[config.mk]
export PLATFORM = sky130hd
export DESIGN_NAME = ctrl_pipe_flat
export DESIGN_NICKNAME = d
export VERILOG_FILES = /design/src/rtl/ctrl_pipe_if.sv /design/src/rtl/ctrl_pipe.sv /design/src/flat_wrapper.sv
export SDC_FILE = /design/constraint.sdc
export NUM_CORES = 1
export LEC_CHECK = 0
export ABC_AREA = 1
export CAP_MARGIN = 0
export CORE_MARGIN = 1
export CORE_UTILIZATION = 42
export CTS_CLUSTER_DIAMETER = 100
export DETAILED_ROUTE_END_ITERATION = 7
export PLACE_DENSITY = 0.74
export SETUP_SLACK_MARGIN = 0.02
export SYNTH_ARGS = -nofsm -noshare
export SYNTH_HDL_FRONTEND = slang
export SYNTH_SLANG_ARGS = --single-unit
[constraint.sdc]
create_clock -name clk_i -period 2 [get_ports clk_i]
set_input_delay 0.3 -clock clk_i [delete_from_list [all_inputs] [get_ports clk_i]]
set_output_delay 0.3 -clock clk_i [all_outputs]
set_load 0.02 [all_outputs]
[src/rtl/ctrl_pipe_if.sv]
// Pipeline-control bundle between the ID-stage decoder and the control pipeline.
// Groups decoder inputs, stage control outputs and hazard/forwarding outputs.
interface ctrl_pipe_if;
  logic [8:0] ctrl_i;
  logic [4:0] id_rs_i;
  logic [4:0] id_rt_i;
  logic [4:0] id_rd_i;
  logic       flush_i;

  logic       ex_regdst_o;
  logic [1:0] ex_aluop_o;
  logic       ex_alusrc_o;
  logic       mem_read_o;
  logic       mem_write_o;
  logic       wb_regwrite_o;
  logic       wb_memtoreg_o;
  logic [4:0] wb_wreg_o;
  logic [1:0] fwd_a_o;
  logic [1:0] fwd_b_o;
  logic       pc_write_o;
  logic       ifid_write_o;
  logic       stall_o;

  modport master (
    output ctrl_i, id_rs_i, id_rt_i, id_rd_i, flush_i,
    input  ex_regdst_o, ex_aluop_o, ex_alusrc_o, mem_read_o, mem_write_o,
           wb_regwrite_o, wb_memtoreg_o, wb_wreg_o, fwd_a_o, fwd_b_o,
           pc_write_o, ifid_write_o, stall_o
  );

  modport slave (
    input  ctrl_i, id_rs_i, id_rt_i, id_rd_i, flush_i,
    output ex_regdst_o, ex_aluop_o, ex_alusrc_o, mem_read_o, mem_write_o,
           wb_regwrite_o, wb_memtoreg_o, wb_wreg_o, fwd_a_o, fwd_b_o,
           pc_write_o, ifid_write_o, stall_o
  );
endinterface

[src/rtl/ctrl_pipe.sv]
// Control pipeline for a 5-stage MIPS-style core: ID/EX, EX/MEM, MEM/WB control
// registers plus load-use hazard detection and EX-stage forwarding selects.
module ctrl_pipe (
  input  logic        clk_i,
  input  logic        rst_i,
  ctrl_pipe_if.slave  bus
);

  localparam int B_REGWRITE = 8;
  localparam int B_MEMTOREG = 7;
  localparam int B_MEMREAD  = 5;
  localparam int B_MEMWRITE = 4;
  localparam int B_REGDST   = 3;
  localparam int B_ALUOP_HI = 2;
  localparam int B_ALUOP_LO = 1;
  localparam int B_ALUSRC   = 0;

  typedef struct packed {
    logic [7:0] ctrl;  // decoder bundle with the reserved bit dropped
    logic [4:0] rs;
    logic [4:0] rt;
    logic [4:0] rd;
  } idex_t;

  typedef struct packed {
    logic       regwrite;
    logic       memtoreg;
    logic       memread;
    logic       memwrite;
    logic [4:0] wreg;
  } exmem_t;

  typedef struct packed {
    logic       regwrite;
    logic       memtoreg;
    logic [4:0] wreg;
  } memwb_t;

  idex_t  idex_q,  idex_d;
  exmem_t exmem_q, exmem_d;
  memwb_t memwb_q, memwb_d;

  logic       stall;
  logic [4:0] ex_wreg;
  logic [1:0] fwd_a;
  logic [1:0] fwd_b;
  logic       ctrl_unused;

  // Reserved decoder bit carries no meaning anywhere in the pipeline.
  assign ctrl_unused = bus.ctrl_i[6];

  // Bundle re-indexed without bit 6: [7] RegWrite .. [0] ALUSrc.
  function automatic logic idex_bit(input logic [7:0] c, input int b);
    return (b > 6) ? c[b-1] : c[b];
  endfunction

  always_comb begin
    // NOTE: every combinational output gets a default first, so no path can infer a latch.
    stall   = 1'b0;
    idex_d  = '0;
    exmem_d = '0;
    memwb_d = '0;
    fwd_a   = 2'b00;
    fwd_b   = 2'b00;

    // Load-use: the load in EX writes a register the ID instruction reads; flush wins.
    if (idex_bit(idex_q.ctrl, B_MEMREAD) && (idex_q.rt != 5'd0) &&
        ((idex_q.rt == bus.id_rs_i) || (idex_q.rt == bus.id_rt_i)) && !bus.flush_i)
      stall = 1'b1;

    if (!stall && !bus.flush_i) begin
      idex_d.ctrl = {bus.ctrl_i[8:7], bus.ctrl_i[5:0]};
      idex_d.rs   = bus.id_rs_i;
      idex_d.rt   = bus.id_rt_i;
      idex_d.rd   = bus.id_rd_i;
    end

    ex_wreg = idex_bit(idex_q.ctrl, B_REGDST) ? idex_q.rd : idex_q.rt;

    exmem_d.regwrite = idex_bit(idex_q.ctrl, B_REGWRITE);
    exmem_d.memtoreg = idex_bit(idex_q.ctrl, B_MEMTOREG);
    exmem_d.memread  = idex_bit(idex_q.ctrl, B_MEMREAD);
    exmem_d.memwrite = idex_bit(idex_q.ctrl, B_MEMWRITE);
    exmem_d.wreg     = ex_wreg;

    memwb_d.regwrite = exmem_q.regwrite;
    memwb_d.memtoreg = exmem_q.memtoreg;
    memwb_d.wreg     = exmem_q.wreg;

    // MEM result is younger than WB, so it is checked first.
    if (exmem_q.regwrite && (exmem_q.wreg != 5'd0) && (exmem_q.wreg == idex_q.rs))
      fwd_a = 2'b10;
    else if (memwb_q.regwrite && (memwb_q.wreg != 5'd0) && (memwb_q.wreg == idex_q.rs))
      fwd_a = 2'b01;

    if (exmem_q.regwrite && (exmem_q.wreg != 5'd0) && (exmem_q.wreg == idex_q.rt))
      fwd_b = 2'b10;
    else if (memwb_q.regwrite && (memwb_q.wreg != 5'd0) && (memwb_q.wreg == idex_q.rt))
      fwd_b = 2'b01;
  end

  // NOTE: state registers use non-blocking assignments so all stages update from pre-edge values.
  always_ff @(posedge clk_i or negedge rst_i) begin
    if (!rst_i) begin
      idex_q  <= '0;
      exmem_q <= '0;
      memwb_q <= '0;
    end else begin
      idex_q  <= idex_d;
      exmem_q <= exmem_d;
      memwb_q <= memwb_d;
    end
  end

  assign bus.ex_regdst_o   = idex_bit(idex_q.ctrl, B_REGDST);
  assign bus.ex_aluop_o    = {idex_bit(idex_q.ctrl, B_ALUOP_HI), idex_bit(idex_q.ctrl, B_ALUOP_LO)};
  assign bus.ex_alusrc_o   = idex_bit(idex_q.ctrl, B_ALUSRC);
  assign bus.mem_read_o    = exmem_q.memread;
  assign bus.mem_write_o   = exmem_q.memwrite;
  assign bus.wb_regwrite_o = memwb_q.regwrite;
  assign bus.wb_memtoreg_o = memwb_q.memtoreg;
  assign bus.wb_wreg_o     = memwb_q.wreg;
  assign bus.fwd_a_o       = fwd_a;
  assign bus.fwd_b_o       = fwd_b;
  assign bus.stall_o       = stall;
  assign bus.pc_write_o    = !stall;
  assign bus.ifid_write_o  = !stall;

endmodule

[src/flat_wrapper.sv]
// flat-port wrapper written by rule: the top's interface ports become plain ports
module ctrl_pipe_flat 
  (clk_i, rst_i, bus_ctrl_i, bus_id_rs_i, bus_id_rt_i, bus_id_rd_i, bus_flush_i, bus_ex_regdst_o, bus_ex_aluop_o, bus_ex_alusrc_o, bus_mem_read_o, bus_mem_write_o, bus_wb_regwrite_o, bus_wb_memtoreg_o, bus_wb_wreg_o, bus_fwd_a_o, bus_fwd_b_o, bus_pc_write_o, bus_ifid_write_o, bus_stall_o);
  ctrl_pipe_if bus_i ();
  input  logic clk_i;
  input  logic rst_i;
  input wire logic [$bits(bus_i.ctrl_i)-1:0] bus_ctrl_i;
  input wire logic [$bits(bus_i.id_rs_i)-1:0] bus_id_rs_i;
  input wire logic [$bits(bus_i.id_rt_i)-1:0] bus_id_rt_i;
  input wire logic [$bits(bus_i.id_rd_i)-1:0] bus_id_rd_i;
  input wire logic [$bits(bus_i.flush_i)-1:0] bus_flush_i;
  output wire logic [$bits(bus_i.ex_regdst_o)-1:0] bus_ex_regdst_o;
  output wire logic [$bits(bus_i.ex_aluop_o)-1:0] bus_ex_aluop_o;
  output wire logic [$bits(bus_i.ex_alusrc_o)-1:0] bus_ex_alusrc_o;
  output wire logic [$bits(bus_i.mem_read_o)-1:0] bus_mem_read_o;
  output wire logic [$bits(bus_i.mem_write_o)-1:0] bus_mem_write_o;
  output wire logic [$bits(bus_i.wb_regwrite_o)-1:0] bus_wb_regwrite_o;
  output wire logic [$bits(bus_i.wb_memtoreg_o)-1:0] bus_wb_memtoreg_o;
  output wire logic [$bits(bus_i.wb_wreg_o)-1:0] bus_wb_wreg_o;
  output wire logic [$bits(bus_i.fwd_a_o)-1:0] bus_fwd_a_o;
  output wire logic [$bits(bus_i.fwd_b_o)-1:0] bus_fwd_b_o;
  output wire logic [$bits(bus_i.pc_write_o)-1:0] bus_pc_write_o;
  output wire logic [$bits(bus_i.ifid_write_o)-1:0] bus_ifid_write_o;
  output wire logic [$bits(bus_i.stall_o)-1:0] bus_stall_o;
  assign bus_i.ctrl_i = bus_ctrl_i;
  assign bus_i.id_rs_i = bus_id_rs_i;
  assign bus_i.id_rt_i = bus_id_rt_i;
  assign bus_i.id_rd_i = bus_id_rd_i;
  assign bus_i.flush_i = bus_flush_i;
  assign bus_ex_regdst_o = bus_i.ex_regdst_o;
  assign bus_ex_aluop_o = bus_i.ex_aluop_o;
  assign bus_ex_alusrc_o = bus_i.ex_alusrc_o;
  assign bus_mem_read_o = bus_i.mem_read_o;
  assign bus_mem_write_o = bus_i.mem_write_o;
  assign bus_wb_regwrite_o = bus_i.wb_regwrite_o;
  assign bus_wb_memtoreg_o = bus_i.wb_memtoreg_o;
  assign bus_wb_wreg_o = bus_i.wb_wreg_o;
  assign bus_fwd_a_o = bus_i.fwd_a_o;
  assign bus_fwd_b_o = bus_i.fwd_b_o;
  assign bus_pc_write_o = bus_i.pc_write_o;
  assign bus_ifid_write_o = bus_i.ifid_write_o;
  assign bus_stall_o = bus_i.stall_o;
  ctrl_pipe u_core (.clk_i(clk_i), .rst_i(rst_i), .bus(bus_i));
endmodule
# [Yosys cells after proc, flatten, opt, wreduce, memory -nomap -nowiden]
# Cells that the tools add are included.
[classes] eq_ne=6 n_mux=7 n_reduce_logical=16
[op_table] op="$eq 5x5->1" count=6
[op_table] op="$mux 23" count=1
[op_table] op="$reduce_bool 5->1" count=3
[op_table] op="$logic_and 1x1->1" count=10
[op_table] op="$mux 5" count=1
[op_table] op="$mux 2" count=2
[op_table] op="$mux 1" count=3
[op_table] op="$logic_not 1->1" count=2
[op_table] op="$logic_or 1x1->1" count=1
[word_totals] regBits=39 elab_cells=41

# [Longest topological paths before layout]
[depth] depth_word=8 ltp_mapped=11 ltp_nobuf=9

# [Worst setup path after synthesis]
# No wires, ideal clock.
[synth_timing] path_type="reg-to-output" startpoint="reg u_core.idex_q[5] (netlist bit)" endpoint="out bus_pc_write_o" arrival_ns=1.629 required_ns=1.700 slack_ns=0.071 path_stages_with_launch=11 path_buffers=2 cell_sequence="dfrtp_1 > buf_4 > nor2_1 > nor2_1 > nor2_1 > nand3_1 > nand2_1 > nand2_2 > nor2_1 > inv_1 > buf_4"
[synth_via] elab_chain_cells=6 word_cells_on_any_way=9 classes_between="eq/ne: 2; mux: 1; reduce/logical: 6"
[synth_lines] element="start: declaration" line_no="ctrl_pipe.sv:39" source="idex_t idex_q, idex_d;"
[synth_lines] element="start signal: assignment" line_no="ctrl_pipe.sv:109" source="idex_q <= idex_d;"
[synth_lines] element="$eq 5x5->1 or $reduce_bool 5->1 (tied branches)" line_no="ctrl_pipe.sv:68, ctrl_pipe.sv:67"
[synth_lines] element="$logic_or 1x1->1 or $logic_and 1x1->1 (tied branches)" line_no="ctrl_pipe.sv:68, ctrl_pipe.sv:67"
[synth_lines] element="$logic_and 1x1->1 (*)" line_no="ctrl_pipe.sv:67" source="if (idex_bit(idex_q.ctrl, B_MEMREAD) && (idex_q.rt != 5'd0) &&"
[synth_lines] element="$logic_and 1x1->1 (*)" line_no="ctrl_pipe.sv:68" source="((idex_q.rt == bus.id_rs_i) || (idex_q.rt == bus.id_rt_i)) && !bus.flush_i)"
[synth_lines] element="$mux 1 (*)" line_no="ctrl_pipe.sv:67"
[synth_lines] element="named net bus_stall_o" line_no="flat_wrapper.sv:24" source="output wire logic [$bits(bus_i.stall_o)-1:0] bus_stall_o;"
[synth_lines] element="$logic_not 1->1 (*)"
[synth_lines] element="end: declaration" line_no="flat_wrapper.sv:22" source="output wire logic [$bits(bus_i.pc_write_o)-1:0] bus_pc_write_o;"
# The timed path passes the listed nets; every way through them passes the cells marked *.

# [Worst setup path after layout]
[layout_timing] startpoint="reg u_core.idex_q[6] (netlist bit)" endpoint="out bus_fwd_b_o[0]"
[layout_via] elab_chain_cells=4 word_cells_on_any_way=6 classes_between="eq/ne: 2; mux: 2; reduce/logical: 2"
[layout_lines] element="$eq 5x5->1" line_no="ctrl_pipe.sv:98" source="else if (memwb_q.regwrite && (memwb_q.wreg != 5'd0) && (memwb_q.wreg == idex_q.rt))"
[layout_lines] element="$logic_and 1x1->1" line_no="ctrl_pipe.sv:98"
[layout_lines] element="$mux 1" line_no="ctrl_pipe.sv:98"
[layout_lines] element="$mux 2 (*)" line_no="ctrl_pipe.sv:96" source="if (exmem_q.regwrite && (exmem_q.wreg != 5'd0) && (exmem_q.wreg == idex_q.rt))"
[layout_lines] element="end: declaration" line_no="flat_wrapper.sv:21" source="output wire logic [$bits(bus_i.fwd_b_o)-1:0] bus_fwd_b_o;"
# Every way passes the cells marked *; elsewhere a longest branch is shown, timed or not.

==> flow_summary.json <==
{
  "violations": "hold timing",
  "drtIter0Drc": 39,
  "cts_max_level": 2,
  "num-fill-cells": 379,
  "grt_pass1_wl_mm": 5.31,
  "r2r_cells": 11,
  "top_layer": "met4",
  "seqPwrFrac": 0.502,
  "clk_pin_slew_ns": 0.08,
  "antenna_found_initial": 0,
  "r2r-start": "u_core.idex_q[6]",
  "route.vias.total": 1297,
  "endpoint_kind": "output port",
  "die_y_um": 66.8,
  "skew_ns": 0.00610,
  "p_per_area_nw_per_um2": 722,
  "drive_gt1_frac": 0.230,
  "drt-met1-wl_mm": 1.34,
  "maxCapViolCount": 0,
  "synth.net_count": 217,
  "ioPinCount": 47,
  "post-route-min-period_ns": 1.92,
  "diodes": 0,
  "crit_type": "flip-flop to output port",
  "power.share.combinational": 0.166,
  "crit_start": "u_core.idex_q[6]",
  "rows": 23,
  "ys_warn_count": 0,
  "rrSetupSlack_ns": 0.40,
  "finalCritPeriodShare": 0.959,
  "final_core_util": 0.606,
  "grt_pass1_vias": 1278,
  "maxSlewHeadroom": 0.611,
  "synth_cells": 190,
  "clk_path_buf_depth": 2,
  "cts_sinks": 39,
  "critPathMaxFanout": 3,
  "grt.overflow.total": 0,
  "grt_max_degree": 29,
  "arrival_ns": 1.62,
  "core_um2": 4000,
  "r2r_end": "u_core.idex_q[14]",
  "start_util": 0.440,
  "leakagePower_nw": 1.25,
  "final_hold_viol_count": 1,
  "p_int_w": 0.00130,
  "die_area_um2": 4460,
  "p_sw_w": 0.000449,
  "cts_tree": "done",
  "clockPowerShare": 0.332,
  "synth_seq_cells": 39,
  "wl_met3_um": 149,
  "finalPower_w": 0.00175,
  "avgSynthCellArea_um2": 9.27,
  "area_growth_pct": 37.6,
  "yosysSeqAreaShare": 0.554,
  "mappedNetlistArea_um2": 1760,
  "tightestPinTransition_ns": 0.583,
  "dr_wl_met2_mm": 1.69,
  "cp.required_ns": 1.70,
  "outcome": "complete, but fails checks",
  "final_max_slew_viol_count": 0,
  "setup_violations": 0,
  "hold_slack_ns": -0.000548,
  "cp-start-kind": "flip-flop",
  "ys_types": 20,
  "fin_nets": 274,
  "grt_setup_unrepaired": "false",
  "clock-root-buffer": "clkbuf_8",
  "clk_latency_ns": 0.29,
  "worstHoldPathType": "input port to asynchronous set/reset pin",
  "drt-total-wl_mm": 3.22,
  "drcViolationCount": 0,
  "firstDrtPassIters": 4,
  "netSwitchingFraction": 0.257,
  "fmax_mhz": 521,
  "cts_inserted_buffers": 5,
  "routed_via_density": 4.35,
  "ant_nets": 0,
  "place.gp.congestion": 0.823,
  "place.detailed.hpwl_mm": 2.35,
  "dieWidth_um": 66.8,
  "post_drt_wl_per_cell_um": 10.8,
  "place.port_buffers": 45,
  "ir_drop_mv": 0.494,
  "grt_usage": 0.167
}
==> area by class of cell <==
class	count	area, um^2	area share
Timing Repair Buffer	59	543	0.224
Clock buffer	7	96.3	0.0397
Inverter	33	124	0.0511
Clock inverter	1	7.51	0.00310
Sequential cell	39	980	0.404
Multi-Input combinational cell	109	612	0.252
Tap cell	50	62.6	0.0258
==> layout by cell type (no fill, tap or decap), types with 4 or more instances in the layout <==
cell type        count
inv_2                6
nand4_1              5
inv_1               27
dfrtp_1             36
clkdlybuf4s50_1     34
xor2_1               8
buf_4               13
nand2_1             29
nor2_1              22
nor2_2              13
clkbuf_8             7
xnor2_1             14
buf_2                4
o21ai_0              6
==> worst max path at each step <==
stage,endpoint,slack [ns]
2_1_floorplan,bus_pc_write_o,0.07
3_3_place_gp,bus_stall_o,-0.37
3_5_place_dp,bus_stall_o,-0.36
4_1_cts,bus_fwd_b_o[0],-0.03
5_1_grt,bus_pc_write_o,0.0008
6_report,bus_fwd_b_o[0],0.08
==> state kept, by name, summed over array words and instances (netlist names) <==
signal / flops
u_core.bus.wb_memtoreg_o: 1
u_core.bus.wb_wreg_o: 5
u_core.bus.wb_regwrite_o: 1
u_core.idex_q: 15
u_core.bus.ex_aluop_o: 2
u_core.bus.mem_read_o: 1
u_core.bus.ex_alusrc_o: 1
u_core.bus.mem_write_o: 1
u_core.bus.ex_regdst_o: 1
u_core.exmem_q: 7
u_core.exmem_d: 4
==> synthesized netlist by cell type <==
master,number,share of area
dfrtp_1,39,0.55
nand3_1,2,0.0057
inv_2,4,0.0085
buf_4,5,0.021
nand2_2,1,0.0036
buf_12,1,0.011
xnor2_1,14,0.070
buf_6,1,0.0064
nor3_1,4,0.011
inv_1,29,0.062
xor2_1,8,0.040
nand2_1,30,0.064
clkbuf_1,1,0.0021
nor2_2,10,0.036
nand2_4,1,0.0064
buf_2,1,0.0028
o21ai_1,1,0.0028
nand4_1,5,0.018
nor2_1,26,0.055
o21ai_0,7,0.020
==> worst max-delay path, stage by stage, from the launching register on <==
cell,delay [ns]
dfrtp_1,0.42
buf_4,0.16
xnor2_1,0.16
nand4_1,0.14
nor3_2,0.23
nor2_1,0.07
buf_2,0.16
==> cell families (layout without fill, tap and decap cells) <==
| logic type | Yosys count | after routing | synth area share |
|---|---|---|---|
| flip-flops | 39 | 39 | 0.554 |
| XOR/XNOR | 22 | 22 | 0.109 |
| AND/OR/NAND/NOR | 79 | 79 | 0.200 |
| AO/OA/AOI/OAI | 8 | 8 | 0.0227 |
| buffers and inverters | 42 | 100 | 0.114 |
==> layer usage <==
layer / up-vias / track usage
li1: 668 / -
met1: 592 / 0.189
met2: 33 / 0.288
met3: 4 / 0.0514
met4: 0 / 0.0718
met5: - / 0
==> stage by stage <==
step	std cells	setup WS (ns)	hold WS, ns	cell area [um^2]	TNS, ns
floorplan	190	0.0710	0.00441	1760	0
global placement	288	-0.367	0.333	2280	-1.11
detailed placement	288	-0.356	0.339	2280	-1.13
CTS	296	-0.0260	0.0227	2380	-0.0260
global route	298	0.000809	0.0582	2420	0
finish	298	0.0812	-0.000548	2420	0
==> power groups by stage <==
stage | Clock, W | Combinational, W | Sequential (W)
5_1_grt | 0.000633 | 0.000324 | 0.000885
3_5_place_dp | 0 | 0.000284 | 0.000894
4_1_cts | 0.000601 | 0.000285 | 0.000878
3_3_place_gp | 0 | 0.000281 | 0.000892
2_1_floorplan | 0 | 0.000145 | 0.000898
6_report | 0.000581 | 0.000290 | 0.000879
==> what timing repair did <==
item,4_1_cts,5_1_grt
resized for setup,23,24
setup buffers,0,2
hold buffers,0,0
endpoints found under the setup margin,7,7
pin swaps,0,10
No activity file was read; power rests on OpenSTA's default activity.
